### config.mk
export PLATFORM = sky130hd
export DESIGN_NAME = stage4_resolve_flat
export DESIGN_NICKNAME = d
export VERILOG_FILES = /design/src/rtl/stage4_resolve_if.sv /design/src/rtl/stage4_resolve.sv /design/src/flat_wrapper.sv
export SDC_FILE = /design/constraint.sdc
export NUM_CORES = 1
export LEC_CHECK = 0
export BUFFER_PORTS_ARGS = -buffer_cell sky130_fd_sc_hd__buf_4
export CORE_MARGIN = 10
export CORE_UTILIZATION = 54
export DETAILED_ROUTE_END_ITERATION = 10
export GPL_ROUTABILITY_DRIVEN = 0
export GPL_TIMING_DRIVEN = 0
export HOLD_SLACK_MARGIN = 0.02
export PLACE_DENSITY = 0.83
export SYNTH_ARGS = -nofsm -noshare
export SYNTH_HDL_FRONTEND = slang
export SYNTH_SLANG_ARGS = --single-unit
### constraint.sdc
create_clock -name clock -period 6.55 [get_ports clock]
set_clock_uncertainty 0.15 [all_clocks]
set_input_delay 0.3275 -clock clock [delete_from_list [all_inputs] [get_ports clock]]
set_output_delay 0.3275 -clock clock [all_outputs]
set_load 0.005 [all_outputs]
### src/rtl/stage4_resolve_if.sv
// Data-memory request/response bus between stage 4 and the data memory.
// master: stage side drives req/we/size/addr/wdata; slave: memory drives ack/rdata.
interface stage4_resolve_if #(
    parameter int XLEN = 32
);
    logic            mem_req;
    logic            mem_we;
    logic [1:0]      mem_size;
    logic [XLEN-1:0] mem_addr;
    logic [XLEN-1:0] mem_wdata;
    logic            mem_ack;
    logic [XLEN-1:0] mem_rdata;

    modport master (
        output mem_req, mem_we, mem_size, mem_addr, mem_wdata,
        input  mem_ack, mem_rdata
    );

    modport slave (
        input  mem_req, mem_we, mem_size, mem_addr, mem_wdata,
        output mem_ack, mem_rdata
    );
endinterface

### src/rtl/stage4_resolve.sv
// Stage 4: branch/jump resolution, data-memory access with stall, writeback register.
// Ports: stage-3 inputs (in_*, compare, eval, rs2_val, imm), stall/redirect, mem bus, stage-5 outputs.
module stage4_resolve #(
    parameter int XLEN = 32
) (
    input  logic            clock,
    input  logic            reset_n,
    input  logic            in_valid,
    input  logic [XLEN-1:0] in_pc,
    input  logic [4:0]      in_rd,
    input  logic [2:0]      in_op,
    input  logic            in_jalr,
    input  logic            in_store,
    input  logic [1:0]      in_size,
    input  logic [1:0]      in_cond,
    input  logic [3:0]      compare,
    input  logic [XLEN-1:0] eval,
    input  logic [XLEN-1:0] rs2_val,
    input  logic [XLEN-1:0] imm,
    output logic            stall,
    output logic            redirect_valid,
    output logic [XLEN-1:0] redirect_pc,
    stage4_resolve_if.master mem,
    output logic            out_valid,
    output logic            out_we,
    output logic [4:0]      out_rd,
    output logic [XLEN-1:0] out_result
);

    typedef enum logic {RUN, MEM_WAIT} state_t;

    state_t          state_q, state_d;
    logic            redirect_valid_q, redirect_valid_d;
    logic [XLEN-1:0] redirect_pc_q, redirect_pc_d;
    logic            mem_we_q, mem_we_d;
    logic [1:0]      mem_size_q, mem_size_d;
    logic [XLEN-1:0] mem_addr_q, mem_addr_d;
    logic [XLEN-1:0] mem_wdata_q, mem_wdata_d;
    logic [4:0]      pend_rd_q, pend_rd_d;
    logic            out_valid_q, out_valid_d;
    logic            out_we_q, out_we_d;
    logic [4:0]      out_rd_q, out_rd_d;
    logic [XLEN-1:0] out_result_q, out_result_d;

    logic            accept;
    logic [XLEN-1:0] pc_imm;

    // The slot right after a redirect holds a wrong-path instruction.
    assign accept = in_valid && (state_q == RUN) && !redirect_valid_q;
    assign pc_imm = in_pc + imm;

    always_comb begin
        state_d          = state_q;
        redirect_valid_d = 1'b0;
        redirect_pc_d    = redirect_pc_q;
        mem_we_d         = mem_we_q;
        mem_size_d       = mem_size_q;
        mem_addr_d       = mem_addr_q;
        mem_wdata_d      = mem_wdata_q;
        pend_rd_d        = pend_rd_q;
        out_valid_d      = 1'b0;
        out_we_d         = 1'b0;
        out_rd_d         = out_rd_q;
        out_result_d     = out_result_q;
        case (state_q)
            RUN: begin
                if (accept) begin
                    unique case (1'b1)
                        in_op[2]: begin
                            state_d     = MEM_WAIT;
                            mem_we_d    = in_store;
                            mem_size_d  = in_size;
                            mem_addr_d  = eval;
                            mem_wdata_d = rs2_val;
                            pend_rd_d   = in_rd;
                        end
                        in_op[1]: begin
                            redirect_valid_d = 1'b1;
                            redirect_pc_d    = in_jalr ?
                                {eval[XLEN-1:1], 1'b0} : pc_imm;
                            out_valid_d  = 1'b1;
                            out_we_d     = (in_rd != 5'd0);
                            out_rd_d     = in_rd;
                            out_result_d = in_pc + XLEN'(4);
                        end
                        in_op[0]: begin
                            redirect_valid_d = compare[in_cond];
                            if (compare[in_cond]) begin
                                redirect_pc_d = pc_imm;
                            end
                            out_valid_d  = 1'b1;
                            out_rd_d     = in_rd;
                            out_result_d = '0;
                        end
                        default: begin
                            out_valid_d  = 1'b1;
                            out_we_d     = (in_rd != 5'd0);
                            out_rd_d     = in_rd;
                            out_result_d = eval;
                        end
                    endcase
                end
            end
            MEM_WAIT: begin
                if (mem.mem_ack) begin
                    state_d      = RUN;
                    out_valid_d  = 1'b1;
                    out_we_d     = !mem_we_q && (pend_rd_q != 5'd0);
                    out_rd_d     = pend_rd_q;
                    out_result_d = mem_we_q ? '0 : mem.mem_rdata;
                end
            end
            default: state_d = RUN;
        endcase
    end

    always_ff @(posedge clock or negedge reset_n) begin
        if (!reset_n) begin
            state_q          <= RUN;
            redirect_valid_q <= 1'b0;
            redirect_pc_q    <= '0;
            mem_we_q         <= 1'b0;
            mem_size_q       <= 2'd0;
            mem_addr_q       <= '0;
            mem_wdata_q      <= '0;
            pend_rd_q        <= 5'd0;
            out_valid_q      <= 1'b0;
            out_we_q         <= 1'b0;
            out_rd_q         <= 5'd0;
            out_result_q     <= '0;
        end else begin
            state_q          <= state_d;
            redirect_valid_q <= redirect_valid_d;
            redirect_pc_q    <= redirect_pc_d;
            mem_we_q         <= mem_we_d;
            mem_size_q       <= mem_size_d;
            mem_addr_q       <= mem_addr_d;
            mem_wdata_q      <= mem_wdata_d;
            pend_rd_q        <= pend_rd_d;
            out_valid_q      <= out_valid_d;
            out_we_q         <= out_we_d;
            out_rd_q         <= out_rd_d;
            out_result_q     <= out_result_d;
        end
    end

    // Request and stall both come straight from the state register.
    assign stall          = (state_q == MEM_WAIT);
    assign mem.mem_req    = (state_q == MEM_WAIT);
    assign mem.mem_we     = mem_we_q;
    assign mem.mem_size   = mem_size_q;
    assign mem.mem_addr   = mem_addr_q;
    assign mem.mem_wdata  = mem_wdata_q;
    assign redirect_valid = redirect_valid_q;
    assign redirect_pc    = redirect_pc_q;
    assign out_valid      = out_valid_q;
    assign out_we         = out_we_q;
    assign out_rd         = out_rd_q;
    assign out_result     = out_result_q;

endmodule

### src/flat_wrapper.sv
// flat-port wrapper written by rule: the top's interface ports become plain ports
module stage4_resolve_flat 
#(
    parameter int XLEN = 32
)
  (clock, reset_n, in_valid, in_pc, in_rd, in_op, in_jalr, in_store, in_size, in_cond, compare, eval, rs2_val, imm, stall, redirect_valid, redirect_pc, out_valid, out_we, out_rd, out_result, mem_mem_req, mem_mem_we, mem_mem_size, mem_mem_addr, mem_mem_wdata, mem_mem_ack, mem_mem_rdata);
  stage4_resolve_if #(.XLEN(XLEN)) mem_i ();
  input  logic clock;
  input  logic reset_n;
  input  logic in_valid;
  input  logic [XLEN-1:0] in_pc;
  input  logic [4:0] in_rd;
  input  logic [2:0] in_op;
  input  logic in_jalr;
  input  logic in_store;
  input  logic [1:0] in_size;
  input  logic [1:0] in_cond;
  input  logic [3:0] compare;
  input  logic [XLEN-1:0] eval;
  input  logic [XLEN-1:0] rs2_val;
  input  logic [XLEN-1:0] imm;
  output logic stall;
  output logic redirect_valid;
  output logic [XLEN-1:0] redirect_pc;
  output logic out_valid;
  output logic out_we;
  output logic [4:0] out_rd;
  output logic [XLEN-1:0] out_result;
  output wire logic [$bits(mem_i.mem_req)-1:0] mem_mem_req;
  output wire logic [$bits(mem_i.mem_we)-1:0] mem_mem_we;
  output wire logic [$bits(mem_i.mem_size)-1:0] mem_mem_size;
  output wire logic [$bits(mem_i.mem_addr)-1:0] mem_mem_addr;
  output wire logic [$bits(mem_i.mem_wdata)-1:0] mem_mem_wdata;
  input wire logic [$bits(mem_i.mem_ack)-1:0] mem_mem_ack;
  input wire logic [$bits(mem_i.mem_rdata)-1:0] mem_mem_rdata;
  assign mem_mem_req = mem_i.mem_req;
  assign mem_mem_we = mem_i.mem_we;
  assign mem_mem_size = mem_i.mem_size;
  assign mem_mem_addr = mem_i.mem_addr;
  assign mem_mem_wdata = mem_i.mem_wdata;
  assign mem_i.mem_ack = mem_mem_ack;
  assign mem_i.mem_rdata = mem_mem_rdata;
  stage4_resolve #(.XLEN(XLEN)) u_core (.clock(clock), .reset_n(reset_n), .in_valid(in_valid), .in_pc(in_pc), .in_rd(in_rd), .in_op(in_op), .in_jalr(in_jalr), .in_store(in_store), .in_size(in_size), .in_cond(in_cond), .compare(compare), .eval(eval), .rs2_val(rs2_val), .imm(imm), .stall(stall), .redirect_valid(redirect_valid), .redirect_pc(redirect_pc), .mem(mem_i), .out_valid(out_valid), .out_we(out_we), .out_rd(out_rd), .out_result(out_result));
endmodule
Word level (Yosys, flattened, before mapping)
Cells that the tools add are included.
{"block": "totals", "reg_bits": 145, "input_bits": 182, "out_inout_bits": 141}
{"block": "classes", "n_addsub": 2, "magnitude_cmp": 1, "n_eq_ne": 4, "muxes": 29, "bitwise_logic": 1, "reduce_logical": 12}
{"cell": "32-bit two-way mux", "count": 5}
{"cell": "32-bit case mux with 2 select lines", "count": 2}
{"cell": "32-bit case mux with 3 select lines", "count": 1}
{"cell": "32-bit by 3-bit adder with 32-bit output (second input constant)", "count": 1}
{"cell": "32-bit adder", "count": 1}
{"cell": "5-bit two-way mux", "count": 3}
{"cell": "1-bit two-way mux", "count": 12}
{"cell": "5-bit case mux with 2 select lines", "count": 1}
{"cell": "5-bit nonzero test", "count": 2}
{"cell": "1-bit case mux with 2 select lines", "count": 4}
{"cell": "3-bit AND reduction", "count": 2}
{"cell": "2-bit by 1-bit inequality test with 1-bit output (second input constant)", "count": 2}
{"cell": "2-bit inequality test (second input constant)", "count": 2}
{"cell": "4-bit AND reduction", "count": 1}
{"cell": "1-bit logical AND", "count": 3}
{"cell": "2-bit by 3-bit < comparator with 1-bit output (second input constant)", "count": 1}
{"cell": "1-bit binary-select mux with 2-bit select", "count": 1}
{"cell": "1-bit logical NOT", "count": 2}
{"cell": "2-bit nonzero test", "count": 1}
{"cell": "2-bit OR reduction", "count": 1}
{"cell": "1-bit NOT", "count": 1}

Logic depth before layout (Yosys ltp)
Gate-level depths: netlist of run 1.
{"block": "logic_depth", "depth_word": 5, "ltp_mapped": 10, "mapped_depth_nobuf": 10}

Worst setup path before layout of run 1
OpenSTA, ideal clock, no wires.
{"block": "synth_timing", "kind": "input-to-reg", "startpoint": "in in_pc[0]", "endpoint": "reg u_core.redirect_pc_q[24], in the netlist u_core.redirect_pc[24]", "arrival_ps": 2516, "t_required_ps": 6258, "slack_ps": 3742, "cell_stages": 10, "path_cell_list": "ha_1 fa_1 a21o_1 a221oi_2 o31a_2 o31ai_2 a221o_2 a21boi_2 xor2_1 o221ai_1"}
{"block": "synth_between", "elab_chain_cells": 3, "word_cells_on_any_way": 4, "cone_classes": "1 x add/sub; 3 x mux"}
{"element": "start, declared", "line_no": "flat_wrapper.sv:11", "rtl": "input logic [XLEN-1:0] in_pc;"}
{"element": "32-bit adder (*)", "line_no": "stage4_resolve.sv:50", "rtl": "assign pc_imm = in_pc + imm;"}
{"element": "32-bit two-way mux, on equally long branches", "line_no": "stage4_resolve.sv:88, stage4_resolve.sv:79"}
{"element": "32-bit case mux with 2 select lines (*)", "line_no": "stage4_resolve.sv:68", "rtl": "unique case (1'b1)"}
{"element": "end signal, assigned", "line_no": "stage4_resolve.sv:134", "rtl": "redirect_pc_q <= redirect_pc_d;"}
{"element": "end, declared", "line_no": "stage4_resolve.sv:34", "rtl": "logic [XLEN-1:0] redirect_pc_q, redirect_pc_d;"}
Mark *: on every way between the ends. The rest lies on a longest branch, timed or not. The select of a mux whose other input is x is not followed.
A chain may end at the register's enable or synchronous reset.

Final worst setup path of run 1
{"block": "layout_timing", "startpoint": "in in_pc[6]", "endpoint": "reg u_core.redirect_pc_q[11], in the netlist u_core.redirect_pc[11]"}
The elaborated chain is that of the path after synthesis.

==> summary.txt, run 1 <==
Critical path
  • CP Capture Type: flip-flop
  • CP most frequent cell: o21ai_0
  • Crit path DAT: 3.05 ns
  • Worst reg-to-reg setup slack: approximately 3.7 ns
  • CP Launch Type: input port
  • Crit Path Class: input port to flip-flop
  • Worst reg-to-reg path cell count: 5
  • FF-to-FF End: u_core.mem.mem_addr[11]
  • Reg2reg start: u_core.mem.mem_req
  • Critical path required time: 6.71 ns
  • Worst-path fanout max: 5
  • Max incr delay on CP: 0.59 ns
  • Critical path cell sequence: buf_4 -> ha_1 -> a211oi_1 -> o21ai_0 -> o211ai_1 -> a21oi_1 -> a21boi_0 -> xor2_1 -> o21ai_0 -> mux2_2
  • Critical-path top delay cell: a21boi_0

Clock tree
  • CTS resizes: 0
  • TritonCTS clock tree: yes
  • H-tree lvl count: 4
  • CTS clock-pin slew for the worst setup and hold paths: approximately 0.07 ns
  • Clock Tree Buf Depth: 2
  • Post-CTS setup buffer count: 0
  • Worst skew pair latency: 0.44 ns
  • Num CTS Buffers: 17
  • Clock sinks: 145
  • Root Buffer: clkbuf_16
  • Cts hold-fix bufs: 52

Global routing
  • First-pass GRT wire length: ~56,000 um
  • GRT Total Usage: 33.2%
  • Antenna violations before repair: 0
  • Largest net degree at the start of global routing: 98
  • Vias in the first global route: approximately 9,600
  • Grt ovf: 0

Timing
  • Unrepaired setup endpoints after global routing: no
  • Final Max Tran Viols: 0
  • Worst slew pin tran: 0.893 ns
  • Final TNS setup: 0 ns
  • Fmax: 346 MHz
  • Fin. Hold Viols: 0
  • Post-layout minimum cycle time: about 2.9 ns
  • Tcrit/Tclk final: approximately 44%
  • # setup viols final: 0
  • Worst slew margin: 40.5%

Floorplanning
  • Core Rows: 46
  • Die ar.: approximately 0.022 sq mm
  • Core area: between 0.015 and 0.02 sq mm
  • I/O pin cnt: roughly 320
  • Die height: 147 um
  • Initial Utilization: 54.8%
  • Chip width: 147 um

Yosys
  • Mean Syn Cell Area: 9.41 sq um
  • Post-synth cell types: 61
  • Cell area after synthesis: just under 0.009 sq mm
  • Synth Flop Type: dfrtp_1
  • Syn Inst Count: between 900 and 1,000
  • Synth warnings: 0
  • Ys async rst share: 100%
  • Post-synth net total: approximately 1,100
  • Synth Register Bits: roughly 150
  • Post-synth EDFFs: 0
  • Register area share after synthesis: 41.8%

Power
  • Pwr dens: 294 mW/mm^2
  • Leak Pwr: ~5.7 nW
  • Final Total Pwr: 3.67 mW
  • Worst VDD drop: 0.202 mV

Route
  • DR vias: 9,361
  • Average wire per standard cell: between 20 and 25 um
  • Remaining routing DRC violations: 0
  • Drt first-iter violations: 969
  • Routed Antenna Nets: 0
  • Drt total wl: between 30,000 and 40,000 um
  • DR vias/cell: 6.07
  • Total iterations of the first detailed-routing run: 6

Worst hold path
  • Cell count of the worst hold path: 2
  • Hold Crit Start: eval[18]
  • Worst hold path endpoint: u_core.mem.mem_addr[18]
  • Worst hold-check path type: input port to flip-flop

Finish
  • Fin area: 0.0125 sq mm
  • Syn-to-layout area delta: 43.7%
  • Final-stage net count: 1,528
  • Share of layout cells above drive strength 1: between 30% and 40%

Run status
  • Status: finished, final reports clean

Place
  • I/O Buffers: 320
  • Total placed instance area: roughly 0.011 sq mm
  • Post-DP HPWL: 26,900 um

Flow run
  • Total of max-cap violations: 0
## per-layer routing
layer  GRT usage, %  part of all wire, %  vias up
li1               -                    -     4092
met3           8.88                   10      139
met1           37.7                   36     4493
met5              0                    0        -
met2           57.3                   48      637
met4           14.8                  5.0        0
## worst max-delay path by stage
| stage | slack (ns) | depth (start not counted) | end | startpoint |
|---|---|---|---|---|
| 4_1_cts | 3.68 | 5 | u_core.mem.mem_addr[11] | u_core.mem.mem_req |
| 2_1_floorplan | 3.74 | 10 | u_core.redirect_pc[24] | in_pc[0] |
| 3_3_place_gp | 3.33 | 11 | u_core.redirect_pc[30] | in_pc[0] |
| 5_1_grt | 3.42 | 5 | u_core.mem.mem_addr[11] | u_core.mem.mem_req |
| 6_report | 3.66 | 10 | u_core.redirect_pc[11] | in_pc[6] |
| 3_5_place_dp | 3.32 | 11 | u_core.redirect_pc[30] | in_pc[0] |
## where the power goes
part           switching [mW]  internal (mW)
Clock                   0.456          0.509
Combinational           0.645          0.702
Sequential              0.184           1.17
Total                    1.28           2.38
## cell families after synthesis
logic type	synth area share (%)
buffers and inverters	3.54
AO/OA/AOI/OAI	17.4
XOR/XNOR	5.56
AND/OR/NAND/NOR	15.7
multiplexers	11.1
flip-flops	41.8
adder cells (fa/ha/maj)	4.85
## worst max-delay path, delay by kind of cell
kind,cells,cell delay [ns]
buf+inv,1,0.14
xor+xnor,1,0.23
compound gates,6,1.69
fa+ha+maj,1,0.38
mux,1,0.28
## sequential cells by signal (all words and copies together), names as in the netlist
signal,flops
u_core.pend_rd_q,5
u_core.out_we,1
u_core.out_result,32
u_core.out_rd,5
u_core.mem.mem_addr,32
u_core.mem.mem_wdata,32
u_core.out_valid,1
u_core.redirect_valid,1
u_core.mem.mem_we,1
u_core.mem.mem_size,2
u_core.redirect_pc,32
u_core.mem.mem_req,1
## cells in the mapped netlist (2+ instances only)
library cell  instances  area share [%]
clkbuf_1             55             2.4
nand4_1              13            0.94
a21o_1               12             1.0
o31ai_1               4            0.35
nand2_1              78             3.4
a211oi_1              3            0.26
and2_1                6            0.43
nand3_1              21             1.2
buf_1                 5            0.22
xor2_1               16             1.6
a31oi_1               5            0.36
a2bb2oi_1             2            0.20
nor3_1                4            0.23
xnor2_1              39             3.9
nand2b_1              6            0.43
or3_1                 3            0.22
inv_1                17            0.74
mux2i_1              12             1.4
and3_1                8            0.58
or4_1                 3            0.26
and4_1                9            0.91
o21bai_1              5            0.43
nor3b_1              35             3.0
dfrtp_1             145              42
a21oi_1             116             6.7
mux2_2               73             9.5
o221ai_1              8            0.81
o211ai_1             11            0.95
o31ai_2               2            0.29
ha_1                 32             4.6
o41ai_1               2            0.20
a21boi_0              2            0.17
o21ai_0              56             3.2
nor2_1               74             3.2
o21a_1                5            0.43
o22ai_1               2            0.14
nor2b_1               8            0.58
## cell type report
cell class	count	area (sq um)
multi-input combinational	696	4740
sequential	145	3630
fill	1029	3370
timing repair buffer	373	2950
clock buffer	18	439
tap	216	270
buffer	63	243
clock inverter	14	120
inverter	17	63.8
antenna	1	2.50
## layout by cell type, fill, tap and decap left out, types with 3 or more instances in the layout
| cell type | Yosys | layout |
|---|---|---|
| buf_4 | 1 | 320 |
| dfrtp_1 | 145 | 145 |
| a21oi_1 | 116 | 116 |
| nand2_1 | 78 | 78 |
| nor2_1 | 74 | 74 |
| mux2_2 | 73 | 73 |
| o21ai_0 | 56 | 56 |
| clkbuf_1 | 55 | 55 |
| dlygate4sd3_1 | 0 | 52 |
| xnor2_1 | 39 | 39 |
| nor3b_1 | 35 | 35 |
| ha_1 | 32 | 32 |
| nand3_1 | 21 | 21 |
| inv_1 | 17 | 17 |
| clkbuf_16 | 0 | 17 |
| xor2_1 | 16 | 16 |
| nand4_1 | 13 | 13 |
| a21o_1 | 12 | 12 |
| mux2i_1 | 12 | 12 |
| o211ai_1 | 11 | 11 |
| and4_1 | 9 | 9 |
| and3_1 | 8 | 8 |
| nor2b_1 | 8 | 8 |
| o221ai_1 | 8 | 8 |
| nand2b_1 | 6 | 6 |
| and2_1 | 6 | 6 |
| o21a_1 | 5 | 5 |
| o21bai_1 | 5 | 5 |
| buf_1 | 5 | 5 |
| a31oi_1 | 5 | 5 |
| inv_6 | 0 | 5 |
| o31ai_1 | 4 | 4 |
| nor3_1 | 4 | 4 |
| a211oi_1 | 3 | 3 |
| or3_1 | 3 | 3 |
| or4_1 | 3 | 3 |
| inv_8 | 0 | 3 |
## metrics by stage
stage	setup slack [ns]	utilization [%]	std cells	hold WS, ns
final	3.66	78.7	1543	0.0245
after global routing	3.42	78.7	1542	0.0202
after CTS	3.68	78.7	1542	0.0204
after detailed placement	3.32	71.9	1458	0.144
after global placement	3.33	71.7	1457	0.315
after floorplan	3.74	-	921	-0.118
No activity file was read; power rests on OpenSTA's default activity.
==> run 2: changes to the inputs <==
Settings changed: ABC_AREA from default to 1, CORE_UTILIZATION 54 to 52, PLACE_DENSITY 0.83 to 0.79.
Clock period 6.55 ns to 2.95 ns, I/O delays scaled along.
==> run 2 against run 1 <==
Core utilization down 0.65 points. Setup slack worse by 3.6 ns. Register-to-register slack worse by 3.6 ns. Cell area up 13%. Critical path depth down 3. Final cell count up 36%. Power up 130%. Combinational power up 130%. Hold slack better by 0.016 ns. Largest power group is now combinational cells. Highest routed layer unchanged.
==> summary.txt, run 2 <==
Run status
  • Status: finished, final reports clean (unchanged)

Power
  • Leak Pwr: 7.58 nW (was 5.72 nW)
  • Worst VDD drop: 0.373 mV (was 0.202 mV)
  • Pwr dens: 589 mW/mm^2 (was 294 mW/mm^2)

Clock tree
  • Root Buffer: clkbuf_16 (unchanged)
  • Num CTS Buffers: 17 (unchanged)
  • CTS clock-pin slew for the worst setup and hold paths: 0.07 ns (about the same)
  • Post-CTS setup buffer count: 0 (unchanged)
  • Clock sinks: 145 (unchanged)
  • Worst skew pair latency: 0.43 ns (was 0.44 ns)
  • Cts hold-fix bufs: 120 (was 52)
  • TritonCTS clock tree: yes (unchanged)
  • H-tree lvl count: 4 (unchanged)
  • CTS resizes: 0 (unchanged)
  • Clock Tree Buf Depth: 2 (unchanged)

Timing
  • Unrepaired setup endpoints after global routing: no (unchanged)
  • Tcrit/Tclk final: between 90% and 100%
  • Final Max Tran Viols: 0 (unchanged)
  • Worst slew margin: 49.7% (was 40.5%)
  • # setup viols final: 0 (unchanged)
  • Final TNS setup: 0 ns (unchanged)
  • Post-layout minimum cycle time: 2.88 ns
  • Fin. Hold Viols: 0 (unchanged)
  • Fmax: 348 MHz
  • Worst slew pin tran: 0.754 ns (was 0.893 ns)
  • Final setup margin: 0.0728 ns (was 3.66 ns)

Route
  • Drt total wl: 43,300 um (was 37,400 um)
  • Routed Antenna Nets: 0 (unchanged)
  • Remaining routing DRC violations: 0 (unchanged)
  • Total iterations of the first detailed-routing run: 5 (was 6)
  • Drt first-iter violations: 1,013 (was 969)
  • DR vias: 11,624 (was 9,361)
  • Average wire per standard cell: 20.7 um (was 24.3 um)
  • DR vias/cell: 5.55 (was 6.07)

Yosys
  • Ys async rst share: 100% (unchanged)
  • Largest family of logic cells by synthesized area: simple AND/OR/NAND/NOR gates (was compound AO/OA/AOI/OAI gates)
  • Post-synth EDFFs: 0 (unchanged)
  • Synth Area in Simple Gates: 30.1% (was 15.7%)
  • Adder-cell share of the synthesized area: 4.38% (was 4.85%)
  • Synth Area in Compound Gates: 12.7% (was 17.4%)
  • Syn Inst Count: 1,387 (was 921)
  • Mean Syn Cell Area: 6.92 sq um (was 9.41 sq um)
  • Synth Register Bits: 145 (unchanged)
  • Register area share after synthesis: 37.8% (was 41.8%)
  • Top cells by area, synth: dfrtp_1 (38%), nand2_1 (18%), inv_1 (7.1%) (was dfrtp_1 (42%), mux2_2 (9.5%), a21oi_1 (6.7%))
  • Post-synth cell types: 45 (was 61)
  • Post-synth net total: 1,602 (was 1,136)
  • Biggest area consumer among synthesized cells: dfrtp_1 (unchanged)
  • Share of the synthesized area in the top cell type: 37.8% (was 41.8%)
  • Most numerous cell in the Yosys netlist: nand2_1 (was dfrtp_1)
  • Top post-synthesis cells by count: nand2_1 (452), inv_1 (181), dfrtp_1 (145), nor2_1 (124), a21oi_1 (123) (was dfrtp_1 (145), a21oi_1 (116), nand2_1 (78), nor2_1 (74), mux2_2 (73))
  • Synth Flop Type: dfrtp_1 (unchanged)
  • Synth warnings: 0 (unchanged)
  • Mux contribution to synthesized area: 4.46% (was 11.1%)
  • XOR/XNOR share of the synthesized area: 0.913% (was 5.56%)
  • Cell area after synthesis: 0.00959 sq mm (was 0.00867 sq mm)

Floorplanning
  • Die ar.: 0.0243 sq mm (was 0.0215 sq mm)
  • Core area: 0.0181 sq mm (was 0.0158 sq mm)
  • Chip width: 156 um (was 147 um)
  • I/O pin cnt: 323 (unchanged)
  • Die height: 156 um (was 147 um)
  • Initial Utilization: 53.0% (was 54.8%)
  • Core Rows: 49 (was 46)

Critical path
  • Critical path required time: 3.17 ns (was 6.71 ns)
  • Crit Path Class: flip-flop to flip-flop (was input port to flip-flop)
  • CP Launch Type: flip-flop (was input port)
  • Worst reg-to-reg setup slack: 0.07 ns (was 3.67 ns)
  • CP Capture Type: flip-flop (unchanged)
  • Crit path DAT: 3.09 ns (was 3.05 ns)
  • Worst-path fanout max: 10 (was 5)

Place
  • Post-DP HPWL: 30,900 um (was 26,900 um)
  • I/O Buffers: 322 (was 320)
  • Place WS: 0.644 ns (was 3.32 ns)

Global routing
  • First-pass GRT wire length: 65,400 um (was 56,000 um)
  • Grt ovf: 0 (unchanged)
  • Largest net degree at the start of global routing: 79 (was 98)
  • GRT Total Usage: 34.3% (was 33.2%)
  • Antenna violations before repair: 4 (was 0)
  • Vias in the first global route: 11,560 (was 9,621)

Finish
  • Most common cell after layout, fill and taps aside: nand2_1 (was buf_4)
  • Final-stage net count: 2,064 (was 1,528)
  • Commonest non-fill, non-tap cells in the layout: nand2_1 (452), buf_4 (327), inv_1 (181), dfrtp_1 (145), nor2_1 (124) (was buf_4 (320), dfrtp_1 (145), a21oi_1 (116), nand2_1 (78), nor2_1 (74))
  • Syn-to-layout area delta: 47.2% (was 43.7%)
  • Filler Cell Count: 1,277 (was 1,029)
  • Share of layout cells above drive strength 1: 22.8% (was 33.3%)

Flow run
  • Total of max-cap violations: 0 (unchanged)

Worst hold path
  • Worst hold-check path type: input port to flip-flop (unchanged)
run 2: metal layers:
metal	part of all wire, %	GRT usage (%)
met5	0	0
met4	4.9	15.9
met3	11	9.46
met2	47	57.2
met1	37	40.4
run 2: worst paths after layout:
kind                                        start                      end  cells after the start
setup / recovery               u_core.mem.mem_req    u_core.out_result[27]                      7
hold / removal                             imm[1]    u_core.redirect_pc[1]                      4
setup reg to reg               u_core.mem.mem_req    u_core.out_result[27]                      7
hold reg to reg            u_core.redirect_pc[27]   u_core.redirect_pc[27]                      2
max in group asynchronous                 reset_n  u_core.mem.mem_addr[10]                      3
min in group asynchronous                 reset_n  u_core.mem.mem_wdata[8]                      2
run 2: critical path, stage by stage, from the launching register on:
cell	delay [ns]
dfrtp_1	0.43
buf_6	0.17
inv_1	0.09
nor2_1	0.40
clkbuf_1	0.55
a21oi_1	0.21
a21oi_1	0.21
dlygate4sd3_1	0.59
run 2: final cells by class:
class / count / area (sq um) / share of cell area, %
multi-input cells: 1010 / 5040 / 35.7
repair buffers: 443 / 3650 / 25.9
flip-flops and latches: 145 / 3630 / 25.7
inverters: 188 / 707 / 5.01
clock buffers: 18 / 429 / 3.04
well taps: 229 / 287 / 2.03
plain buffers: 44 / 215 / 1.52
clock inverters: 14 / 149 / 1.05
diodes: 4 / 10.0 / 0.0709
run 2: logic make-up (layout without fill, tap and decap cells):
family	count (synthesis)	after routing
buffers and inverters	232	707
adder cells (fa/ha/maj)	33	33
flip-flops	145	145
other	0	4
AND/OR/NAND/NOR	697	697
XOR/XNOR	10	10
multiplexers	38	38
AO/OA/AOI/OAI	232	232
run 2: through the flow:
stage	utilization (%)	std cells	hold slack, ns	instance area (sq um)	total power [mW]
global route	78.1	2095	0.0796	14100	8.68
finish	78.1	2095	0.0409	14100	8.32
CTS	78.0	2091	0.0207	14100	8.06
floorplan	-	1387	-0.298	9590	4.08
global placement	68.0	1938	0.200	12300	5.67
detailed placement	68.2	1939	0.0569	12300	5.76
run 2: power by group:
group          total [mW]  internal, mW  switching (mW)
clock network        2.18          1.19           0.990
logic                3.16          1.54            1.61
registers            2.98          2.57           0.411
